$ cat config.mk
export PLATFORM = sky130hd
export DESIGN_NAME = wb_master_bridge_flat
export DESIGN_NICKNAME = d
export VERILOG_FILES = /design/src/rtl/wb_pkg.sv /design/src/rtl/wb_master_bridge_if.sv /design/src/rtl/wb_timeout_ctr.sv /design/src/rtl/wb_master_bridge.sv /design/src/flat_wrapper.sv
export SDC_FILE = /design/constraint.sdc
export NUM_CORES = 1
export LEC_CHECK = 0
export BUFFER_PORTS_ARGS = -buffer_cell sky130_fd_sc_hd__buf_2
export CAP_MARGIN = 20
export CORE_UTILIZATION = 40
export DETAILED_ROUTE_END_ITERATION = 8
export PLACE_DENSITY_LB_ADDON = 0.05
export SYNTH_ARGS = -nofsm -noshare
export SYNTH_HDL_FRONTEND = slang
export SYNTH_SLANG_ARGS = --single-unit
$ cat constraint.sdc
create_clock -name clk_i -period 2 [get_ports clk_i]
set_input_delay 0.1 -clock clk_i [delete_from_list [all_inputs] [get_ports clk_i]]
set_output_delay 0.1 -clock clk_i [all_outputs]
set_load 0.1 [all_outputs]
$ cat src/rtl/wb_pkg.sv
// rtl/wb_pkg.sv - shared types and defaults for the Wishbone master bridge
package wb_pkg;

    localparam int WB_AW              = 32;
    localparam int WB_DW              = 32;
    localparam int WB_TIMEOUT_CYCLES  = 255;

    typedef enum logic [1:0] {
        IDLE = 2'd0,
        BUS  = 2'd1,
        RESP = 2'd2
    } wb_state_t;

    function automatic int sel_width(input int dw);
        return dw / 8;
    endfunction

endpackage

$ cat src/rtl/wb_master_bridge_if.sv
// rtl/wb_master_bridge_if.sv - command, response and Wishbone signals of the bridge
interface wb_master_bridge_if
    import wb_pkg::*;
#(
    parameter int AW = WB_AW,
    parameter int DW = WB_DW
);
    localparam int SW = sel_width(DW);

    logic          cmd_valid_i;
    logic          cmd_ready_o;
    logic          cmd_we_i;
    logic [AW-1:0] cmd_adr_i;
    logic [DW-1:0] cmd_dat_i;
    logic [SW-1:0] cmd_sel_i;

    logic          rsp_valid_o;
    logic          rsp_ready_i;
    logic [DW-1:0] rsp_dat_o;
    logic          rsp_err_o;

    logic          wbm_cyc_o;
    logic          wbm_stb_o;
    logic          wbm_we_o;
    logic [AW-1:0] wbm_adr_o;
    logic [DW-1:0] wbm_dat_o;
    logic [SW-1:0] wbm_sel_o;
    logic [DW-1:0] wbm_dat_i;
    logic          wbm_ack_i;
    logic          wbm_err_i;

    modport master (
        input  cmd_valid_i, cmd_we_i, cmd_adr_i, cmd_dat_i, cmd_sel_i,
        input  rsp_ready_i, wbm_dat_i, wbm_ack_i, wbm_err_i,
        output cmd_ready_o, rsp_valid_o, rsp_dat_o, rsp_err_o,
        output wbm_cyc_o, wbm_stb_o, wbm_we_o, wbm_adr_o, wbm_dat_o, wbm_sel_o
    );

    modport slave (
        output cmd_valid_i, cmd_we_i, cmd_adr_i, cmd_dat_i, cmd_sel_i,
        output rsp_ready_i, wbm_dat_i, wbm_ack_i, wbm_err_i,
        input  cmd_ready_o, rsp_valid_o, rsp_dat_o, rsp_err_o,
        input  wbm_cyc_o, wbm_stb_o, wbm_we_o, wbm_adr_o, wbm_dat_o, wbm_sel_o
    );

endinterface

$ cat src/rtl/wb_timeout_ctr.sv
// rtl/wb_timeout_ctr.sv - bus-cycle watchdog: load, count while active, flag expiry
module wb_timeout_ctr #(
    parameter int LIMIT = 255
) (
    input  logic clk,
    input  logic rst,
    input  logic load,
    input  logic count,
    output logic expire
);
    localparam int W = (LIMIT < 2) ? 1 : $clog2(LIMIT + 1);

    logic [W-1:0] cnt;

    always_ff @(posedge clk) begin
        if (rst || load) begin
            cnt <= '0;
        end else if (count) begin
            cnt <= cnt + 1'b1;
        end
    end

    // Expiry is seen while sampling the LIMIT-th bus cycle, so the abort lands after exactly LIMIT cycles.
    assign expire = count && (cnt == W'(LIMIT - 1));

endmodule

$ cat src/rtl/wb_master_bridge.sv
// rtl/wb_master_bridge.sv - single-outstanding Wishbone B4 classic initiator; optional watchdog via WB_TIMEOUT_EN
module wb_master_bridge
    import wb_pkg::*;
#(
    parameter int AW = WB_AW,
    parameter int DW = WB_DW
`ifdef WB_TIMEOUT_EN
    , parameter int TIMEOUT_CYCLES = WB_TIMEOUT_CYCLES
`endif
) (
    input  logic                 clk_i,
    input  logic                 rst_i,
    wb_master_bridge_if.master   bus
);
    localparam int SW = sel_width(DW);

    wb_state_t     state, state_nxt;
    logic          cmd_ready, cmd_ready_nxt;
    logic          rsp_valid, rsp_valid_nxt;
    logic [DW-1:0] rsp_dat, rsp_dat_nxt;
    logic          rsp_err, rsp_err_nxt;
    logic          cyc, cyc_nxt;
    logic          stb, stb_nxt;
    logic          we, we_nxt;
    logic [AW-1:0] adr, adr_nxt;
    logic [DW-1:0] dat, dat_nxt;
    logic [SW-1:0] sel, sel_nxt;
    logic          expire;
    logic          abort;

`ifdef WB_TIMEOUT_EN
    wb_timeout_ctr #(
        .LIMIT (TIMEOUT_CYCLES)
    ) u_timeout (
        .clk    (clk_i),
        .rst    (rst_i),
        .load   (state != BUS),
        .count  (state == BUS),
        .expire (expire)
    );
`else
    assign expire = 1'b0;
`endif

    // ERR beats ACK; a timeout only counts when no ACK arrives in the same cycle.
    assign abort = bus.wbm_err_i || (expire && !bus.wbm_ack_i);

    always_ff @(posedge clk_i) begin
        if (rst_i) begin
            state     <= IDLE;
            cmd_ready <= 1'b1;
            rsp_valid <= 1'b0;
            rsp_dat   <= '0;
            rsp_err   <= 1'b0;
            cyc       <= 1'b0;
            stb       <= 1'b0;
            we        <= 1'b0;
            adr       <= '0;
            dat       <= '0;
            sel       <= '0;
        end else begin
            state     <= state_nxt;
            cmd_ready <= cmd_ready_nxt;
            rsp_valid <= rsp_valid_nxt;
            rsp_dat   <= rsp_dat_nxt;
            rsp_err   <= rsp_err_nxt;
            cyc       <= cyc_nxt;
            stb       <= stb_nxt;
            we        <= we_nxt;
            adr       <= adr_nxt;
            dat       <= dat_nxt;
            sel       <= sel_nxt;
        end
    end

    always_comb begin
        state_nxt     = state;
        cmd_ready_nxt = cmd_ready;
        rsp_valid_nxt = rsp_valid;
        rsp_dat_nxt   = rsp_dat;
        rsp_err_nxt   = rsp_err;
        cyc_nxt       = cyc;
        stb_nxt       = stb;
        we_nxt        = we;
        adr_nxt       = adr;
        dat_nxt       = dat;
        sel_nxt       = sel;

        case (state)
            IDLE: begin
                cmd_ready_nxt = 1'b1;
                if (bus.cmd_valid_i) begin
                    state_nxt     = BUS;
                    cmd_ready_nxt = 1'b0;
                    cyc_nxt       = 1'b1;
                    stb_nxt       = 1'b1;
                    we_nxt        = bus.cmd_we_i;
                    adr_nxt       = bus.cmd_adr_i;
                    dat_nxt       = bus.cmd_we_i ? bus.cmd_dat_i : '0;
                    sel_nxt       = bus.cmd_sel_i;
                end
            end

            BUS: begin
                if (bus.wbm_ack_i || abort) begin
                    state_nxt     = RESP;
                    cyc_nxt       = 1'b0;
                    stb_nxt       = 1'b0;
                    we_nxt        = 1'b0;
                    sel_nxt       = '0;
                    rsp_valid_nxt = 1'b1;
                    rsp_err_nxt   = abort;
                    rsp_dat_nxt   = (abort || we) ? '0 : bus.wbm_dat_i;
                end
            end

            RESP: begin
                if (bus.rsp_ready_i) begin
                    state_nxt     = IDLE;
                    rsp_valid_nxt = 1'b0;
                    rsp_dat_nxt   = '0;
                    rsp_err_nxt   = 1'b0;
                    cmd_ready_nxt = 1'b1;
                end
            end

            default: begin
                state_nxt     = IDLE;
                cmd_ready_nxt = 1'b1;
                rsp_valid_nxt = 1'b0;
                cyc_nxt       = 1'b0;
                stb_nxt       = 1'b0;
            end
        endcase
    end

    assign bus.cmd_ready_o = cmd_ready;
    assign bus.rsp_valid_o = rsp_valid;
    assign bus.rsp_dat_o   = rsp_dat;
    assign bus.rsp_err_o   = rsp_err;
    assign bus.wbm_cyc_o   = cyc;
    assign bus.wbm_stb_o   = stb;
    assign bus.wbm_we_o    = we;
    assign bus.wbm_adr_o   = adr;
    assign bus.wbm_dat_o   = dat;
    assign bus.wbm_sel_o   = sel;

endmodule

$ cat src/flat_wrapper.sv
// flat-port wrapper written by rule: the top's interface ports become plain ports
module wb_master_bridge_flat import wb_pkg::*;
#(
    parameter int AW = WB_AW,
    parameter int DW = WB_DW

)
  (clk_i, rst_i, bus_cmd_valid_i, bus_cmd_we_i, bus_cmd_adr_i, bus_cmd_dat_i, bus_cmd_sel_i, bus_rsp_ready_i, bus_wbm_dat_i, bus_wbm_ack_i, bus_wbm_err_i, bus_cmd_ready_o, bus_rsp_valid_o, bus_rsp_dat_o, bus_rsp_err_o, bus_wbm_cyc_o, bus_wbm_stb_o, bus_wbm_we_o, bus_wbm_adr_o, bus_wbm_dat_o, bus_wbm_sel_o);
  wb_master_bridge_if #(.AW(AW), .DW(DW)) bus_i ();
  input  logic clk_i;
  input  logic rst_i;
  input wire logic [$bits(bus_i.cmd_valid_i)-1:0] bus_cmd_valid_i;
  input wire logic [$bits(bus_i.cmd_we_i)-1:0] bus_cmd_we_i;
  input wire logic [$bits(bus_i.cmd_adr_i)-1:0] bus_cmd_adr_i;
  input wire logic [$bits(bus_i.cmd_dat_i)-1:0] bus_cmd_dat_i;
  input wire logic [$bits(bus_i.cmd_sel_i)-1:0] bus_cmd_sel_i;
  input wire logic [$bits(bus_i.rsp_ready_i)-1:0] bus_rsp_ready_i;
  input wire logic [$bits(bus_i.wbm_dat_i)-1:0] bus_wbm_dat_i;
  input wire logic [$bits(bus_i.wbm_ack_i)-1:0] bus_wbm_ack_i;
  input wire logic [$bits(bus_i.wbm_err_i)-1:0] bus_wbm_err_i;
  output wire logic [$bits(bus_i.cmd_ready_o)-1:0] bus_cmd_ready_o;
  output wire logic [$bits(bus_i.rsp_valid_o)-1:0] bus_rsp_valid_o;
  output wire logic [$bits(bus_i.rsp_dat_o)-1:0] bus_rsp_dat_o;
  output wire logic [$bits(bus_i.rsp_err_o)-1:0] bus_rsp_err_o;
  output wire logic [$bits(bus_i.wbm_cyc_o)-1:0] bus_wbm_cyc_o;
  output wire logic [$bits(bus_i.wbm_stb_o)-1:0] bus_wbm_stb_o;
  output wire logic [$bits(bus_i.wbm_we_o)-1:0] bus_wbm_we_o;
  output wire logic [$bits(bus_i.wbm_adr_o)-1:0] bus_wbm_adr_o;
  output wire logic [$bits(bus_i.wbm_dat_o)-1:0] bus_wbm_dat_o;
  output wire logic [$bits(bus_i.wbm_sel_o)-1:0] bus_wbm_sel_o;
  assign bus_i.cmd_valid_i = bus_cmd_valid_i;
  assign bus_i.cmd_we_i = bus_cmd_we_i;
  assign bus_i.cmd_adr_i = bus_cmd_adr_i;
  assign bus_i.cmd_dat_i = bus_cmd_dat_i;
  assign bus_i.cmd_sel_i = bus_cmd_sel_i;
  assign bus_i.rsp_ready_i = bus_rsp_ready_i;
  assign bus_i.wbm_dat_i = bus_wbm_dat_i;
  assign bus_i.wbm_ack_i = bus_wbm_ack_i;
  assign bus_i.wbm_err_i = bus_wbm_err_i;
  assign bus_cmd_ready_o = bus_i.cmd_ready_o;
  assign bus_rsp_valid_o = bus_i.rsp_valid_o;
  assign bus_rsp_dat_o = bus_i.rsp_dat_o;
  assign bus_rsp_err_o = bus_i.rsp_err_o;
  assign bus_wbm_cyc_o = bus_i.wbm_cyc_o;
  assign bus_wbm_stb_o = bus_i.wbm_stb_o;
  assign bus_wbm_we_o = bus_i.wbm_we_o;
  assign bus_wbm_adr_o = bus_i.wbm_adr_o;
  assign bus_wbm_dat_o = bus_i.wbm_dat_o;
  assign bus_wbm_sel_o = bus_i.wbm_sel_o;
  wb_master_bridge #(.AW(AW), .DW(DW)) u_core (.clk_i(clk_i), .rst_i(rst_i), .bus(bus_i));
endmodule
Word level (Yosys, flattened, before mapping)
Cells that the tools add are included.
- memories kept: 0
- latch bits: 0
- input bits: 107
- register bits after elaboration: 107
- memory bits (writable): 0
- ROM bits: 0
- divide/modulo/power cells: 0
- multiply operators: 0
- order comparisons: 0
- shift-type cells: 0
- reductions and logical operators: 12
- multiplexer cells: 25
- bitwise operators: 3
- equality and inequality tests: 5
- $add $sub $neg: 0
- operators with widths (cell ; number):
    $mux W32 ; 4
    $pmux W32 S2 ; 1
    $reduce_and A3 Y1 ; 5
    $pmux W1 S3 ; 3
    $mux W1 ; 8
    $mux W4 ; 2
    $pmux W4 S2 ; 1
    $mux W2 ; 3
    $pmux W2 S3 ; 1
    $ne A2 B2 Y1 const B ; 2
    $pmux W1 S2 ; 2
    $reduce_and A2 Y1 ; 2
    $reduce_bool A2 Y1 ; 2
    $not A1 Y1 ; 3
    $eq A2 B1 Y1 const B ; 1
    $eq A2 B2 Y1 const B ; 1
    $logic_not A2 Y1 ; 1
    $logic_or A1 B1 Y1 ; 2
    $ne A2 B1 Y1 const B ; 1

Depth between registers and ports, before layout
- depth after elaboration: 4
- mapped depth: 6

Least setup slack after synthesis
No wires, ideal clock.
- kind: register to register
- start: register u_core.we, in the netlist u_core.bus.wbm_we_o
- end: register u_core.rsp_dat[10], in the netlist u_core.bus.rsp_dat_o[10]
- cell stages (with the launch flop): 5
- path buffers: 1
- clock period less this slack: 1628 ps
- library setup time: 121 ps
- data arrival time: 1507 ps
- path slack: 372 ps
- path through: dfxtp_1 -> nor3_2 -> clkbuf_1 -> nand3_1 -> mux2i_1
- word-level cells in the longest chain between the ends: 4
- ends and longest elaborated chain (what ; line ; source):
    start, declared ; wb_master_bridge.sv:24 ; logic we, we_nxt;
    start signal, assigned ; wb_master_bridge.sv:69 ; we <= we_nxt;
    $logic_or A1 B1 Y1 ; wb_master_bridge.sv:113 ; rsp_dat_nxt = (abort || we) ? '0 : bus.wbm_dat_i;
    $mux W32 ; wb_master_bridge.sv:113 ;
    $mux W32 ; wb_master_bridge.sv:105 ; if (bus.wbm_ack_i || abort) begin
    $pmux W32 S2 ; wb_master_bridge.sv:89 ; case (state)
    end signal, assigned ; wb_master_bridge.sv:65 ; rsp_dat <= rsp_dat_nxt;
    end, declared ; wb_master_bridge.sv:20 ; logic [DW-1:0] rsp_dat, rsp_dat_nxt;
No other way between the ends. The select of a mux whose other input is x is not followed.
A chain may end at the register's enable or synchronous reset.

Worst setup path after layout
- start: register u_core.state[1]
- end: register u_core.adr[0], in the netlist u_core.bus.wbm_adr_o[0]
- word-level cells in the longest chain between the ends: 2
- ends and longest elaborated chain (what ; line ; source):
    start, declared ; wb_master_bridge.sv:17 ; wb_state_t state, state_nxt;
    start signal, assigned ; wb_master_bridge.sv:62 ; state <= state_nxt;
    $logic_not A2 Y1 ; wb_master_bridge.sv:89 ;
    $reduce_and A2 Y1 (no source line) ; - ;
    end signal, assigned ; wb_master_bridge.sv:70 ; adr <= adr_nxt;
    end, declared ; wb_master_bridge.sv:25 ; logic [AW-1:0] adr, adr_nxt;
No other way between the ends.

==> flow_metrics.tcl <==
set metrics [dict create \
    outcome "completed" \
    grt_pass1_wl_um 20000 \
    path_max_fanout 37 \
    crit_chain "or3b_2 > buf_4 > nand2_1 > a21oi_1" \
    cts_tree "built" \
    peakVddDrop_mv 0.393 \
    cts.sinks 107 \
    hpwlAfterDp_um 7460 \
    synth_ff_type "dfxtp_1" \
    area_delta_synth_final_pct 54.3 \
    critical_path_class "flop to flop" \
    overflow 0 \
    hold_path_class "input pin to flop" \
    synth_area_um2 4160 \
    ys_seq_area_frac 0.515 \
    numPortBuffers 212 \
    total_power_mw 5.38 \
    post_cts.repair.setup_buffers 0 \
    grt_usage 0.227 \
    ios 213 \
    synth_edf_count 0 \
    ctsResizeCount 0 \
    postCtsHoldBufs 98 \
    async_flop_share 0 \
    grt_pass1_vias 4278 \
    vias_per_cell 4.82 \
    end_kind "flop" \
    antenna_found_initial 0 \
    wl_per_cell_um 13.7 \
    synth.top_cell.area_share 0.515 \
    cts_made_buffers 9 \
    antennaDiodeCount 0 \
    power.leakage_nw 3.06 \
    initialDrtViolationCount 150 \
    finalMaxSlewViolations 0 \
    power-per-cell-area_nw_per_um2 839 \
    setup_viol_count_final 0 \
    drc_errors 0 \
    synth-seq-cells 107 \
    reg2reg_to "u_core.bus.wbm_adr_o[0]" \
    postSynthAreaPerCell_um2 8.79 \
    fmax_ghz 0.631 \
    synthDistinctLibCells 31 \
    die_height_um 104 \
    die_area_um2 10800 \
    hold_end "u_core.bus.wbm_dat_o[25]" \
    cpMaxStageDelayCell "or3b_2" \
    netlist_instances 473 \
    die_width_um 104 \
    via_count 4339 \
    ys_warn_count 0 \
    cts.clk_slew.worst_paths_ns 0.10 \
    synth_nets 580 \
    synth_area_leaders "dfxtp_1 (52%), nand2_1 (12%), a21oi_1 (8.2%)" \
    route.antenna.remaining_nets 0 \
    regToRegSetupSlack_ns 0.41 \
    hold_viol_final 0 \
    fin_util 0.647 \
    critPathRequiredTime_ns 2.22 \
    relSlewSlack 0.470 \
    nets 870 \
    yosysMostFrequentCell "nand2_1" \
    rows 36 \
    fin_worst_skew_ns 0.00764 \
    max_cap_violations 0 \
    clockRootBuffer "clkbuf_8" \
    rsz0062_at_grt "no" \
    synth_common_cells "nand2_1 (129), dfxtp_1 (107), a21oi_1 (68)" \
    globalplace.congestion 0.730 \
    core_um2 9910 \
    worstMarginPinSlew_ns 0.795 \
    clock_latency_ns 0.36 \
    final_layout_size_suffix_gt1_frac 0.319 \
    start_util 0.420 \
    slowest_delay_ns 0.52 \
    hold_start "bus_cmd_dat_i[25]" \
    firstDrtPassIters 4 \
    htree_levels 3 \
    finalCriticalPeriod_ns 1.59 \
    grt_max_degree 72 \
    hold_slack_ns 0.0221 \
    arrival_ns 1.80 \
    setup_tns_ns 0 \
    r2r_cells 4 \
    synth_largest_area_cell "dfxtp_1" \
    worstReg2RegStart "u_core.state[1]" \
    drt-total-wl_um 12300 \
    startpoint_type "flop" \
    min_path_cells 3 \
    clock_path_buffers 2 \
    min_period_over_period 0.793 \
]
[critical path: cells and delay by family (launching register included)]
kind | cells | cell delay [ns]
simple gates | 2 | 0.65
compound gates | 1 | 0.09
flops | 1 | 0.42
buf+inv | 1 | 0.26
[per-layer routing]
| layer | routed length [um] | track usage | part of all wire | up-vias |
|---|---|---|---|---|
| met3 | 751 | 0.0508 | 0.061 | 25 |
| met2 | 6170 | 0.392 | 0.50 | 160 |
| met4 | 289 | 0.106 | 0.023 | 0 |
| met1 | 5100 | 0.266 | 0.41 | 1993 |
| li1 | - | - | - | 2161 |
| met5 | 0 | 0 | 0 | - |
[sequential cells by signal (all words and copies together) (netlist names)]
name / count
u_core.bus.rsp_dat_o: 32
u_core.bus.wbm_adr_o: 32
u_core.bus.wbm_dat_o: 32
u_core.bus.wbm_sel_o: 4
u_core.state: 2
u_core.bus.cmd_ready_o: 1
u_core.bus.rsp_err_o: 1
u_core.bus.rsp_valid_o: 1
u_core.bus.wbm_stb_o: 1
u_core.bus.wbm_we_o: 1
[worst max path at each step]
stage | from | endpoint
4_1_cts | u_core.state[0] | u_core.bus.rsp_dat_o[28]
2_1_floorplan | u_core.bus.wbm_we_o | u_core.bus.rsp_dat_o[10]
6_report | u_core.state[1] | u_core.bus.wbm_adr_o[0]
3_5_place_dp | u_core.state[0] | u_core.bus.rsp_dat_o[28]
3_3_place_gp | u_core.state[1] | u_core.bus.wbm_adr_o[15]
5_1_grt | u_core.state[0] | u_core.bus.rsp_dat_o[18]
[logic make-up after synthesis]
| family | after synthesis | share of synthesized area |
|---|---|---|
| DFF | 107 | 0.515 |
| and+or+nand+nor | 209 | 0.221 |
| AOI/OAI and AO/OA | 81 | 0.114 |
| buffers and inverters | 44 | 0.0722 |
| muxes | 32 | 0.0770 |
[final cells by class]
| class | instances | area [um2] |
|---|---|---|
| clock buffer | 12 | 135 |
| clock inverter | 4 | 98.8 |
| fill | 845 | 3490 |
| inverter | 2 | 7.51 |
| multi-input combinational | 322 | 1730 |
| sequential | 107 | 2140 |
| tap | 133 | 166 |
| timing repair buffer | 321 | 2140 |
[where the power goes]
| part | total, mW | internal [mW] | switching, mW |
|---|---|---|---|
| Clock | 1.55 | 0.837 | 0.710 |
| Combinational | 1.54 | 0.410 | 1.13 |
| Sequential | 2.30 | 2.24 | 0.0607 |
| Total | 5.38 | 3.48 | 1.90 |
[cell usage in the layout (no fill, tap or decap), drive strengths merged, types with 2 or more instances in the layout]
| cell | n |
|---|---|
| nor2b | 2 |
| o31ai | 2 |
| nand2b | 3 |
| dlygate4sd3 | 98 |
| a21oi | 69 |
| dfxtp | 107 |
| or3b | 3 |
| mux2i | 32 |
| buf | 223 |
| nand3 | 65 |
| clkbuf | 12 |
| bufinv | 3 |
| nand2 | 129 |
| a22o | 5 |
| clkinv | 2 |
| nor2 | 4 |
[stage by stage]
step,instance area [um2],setup slack (ns),cells
3_5_place_dp,5200,0.438,787
4_1_cts,6410,0.416,901
6_report,6410,0.414,901
3_3_place_gp,5200,0.484,787
2_1_floorplan,4160,0.372,473
5_1_grt,6410,0.326,901
(Power assumes the default switching activity.)
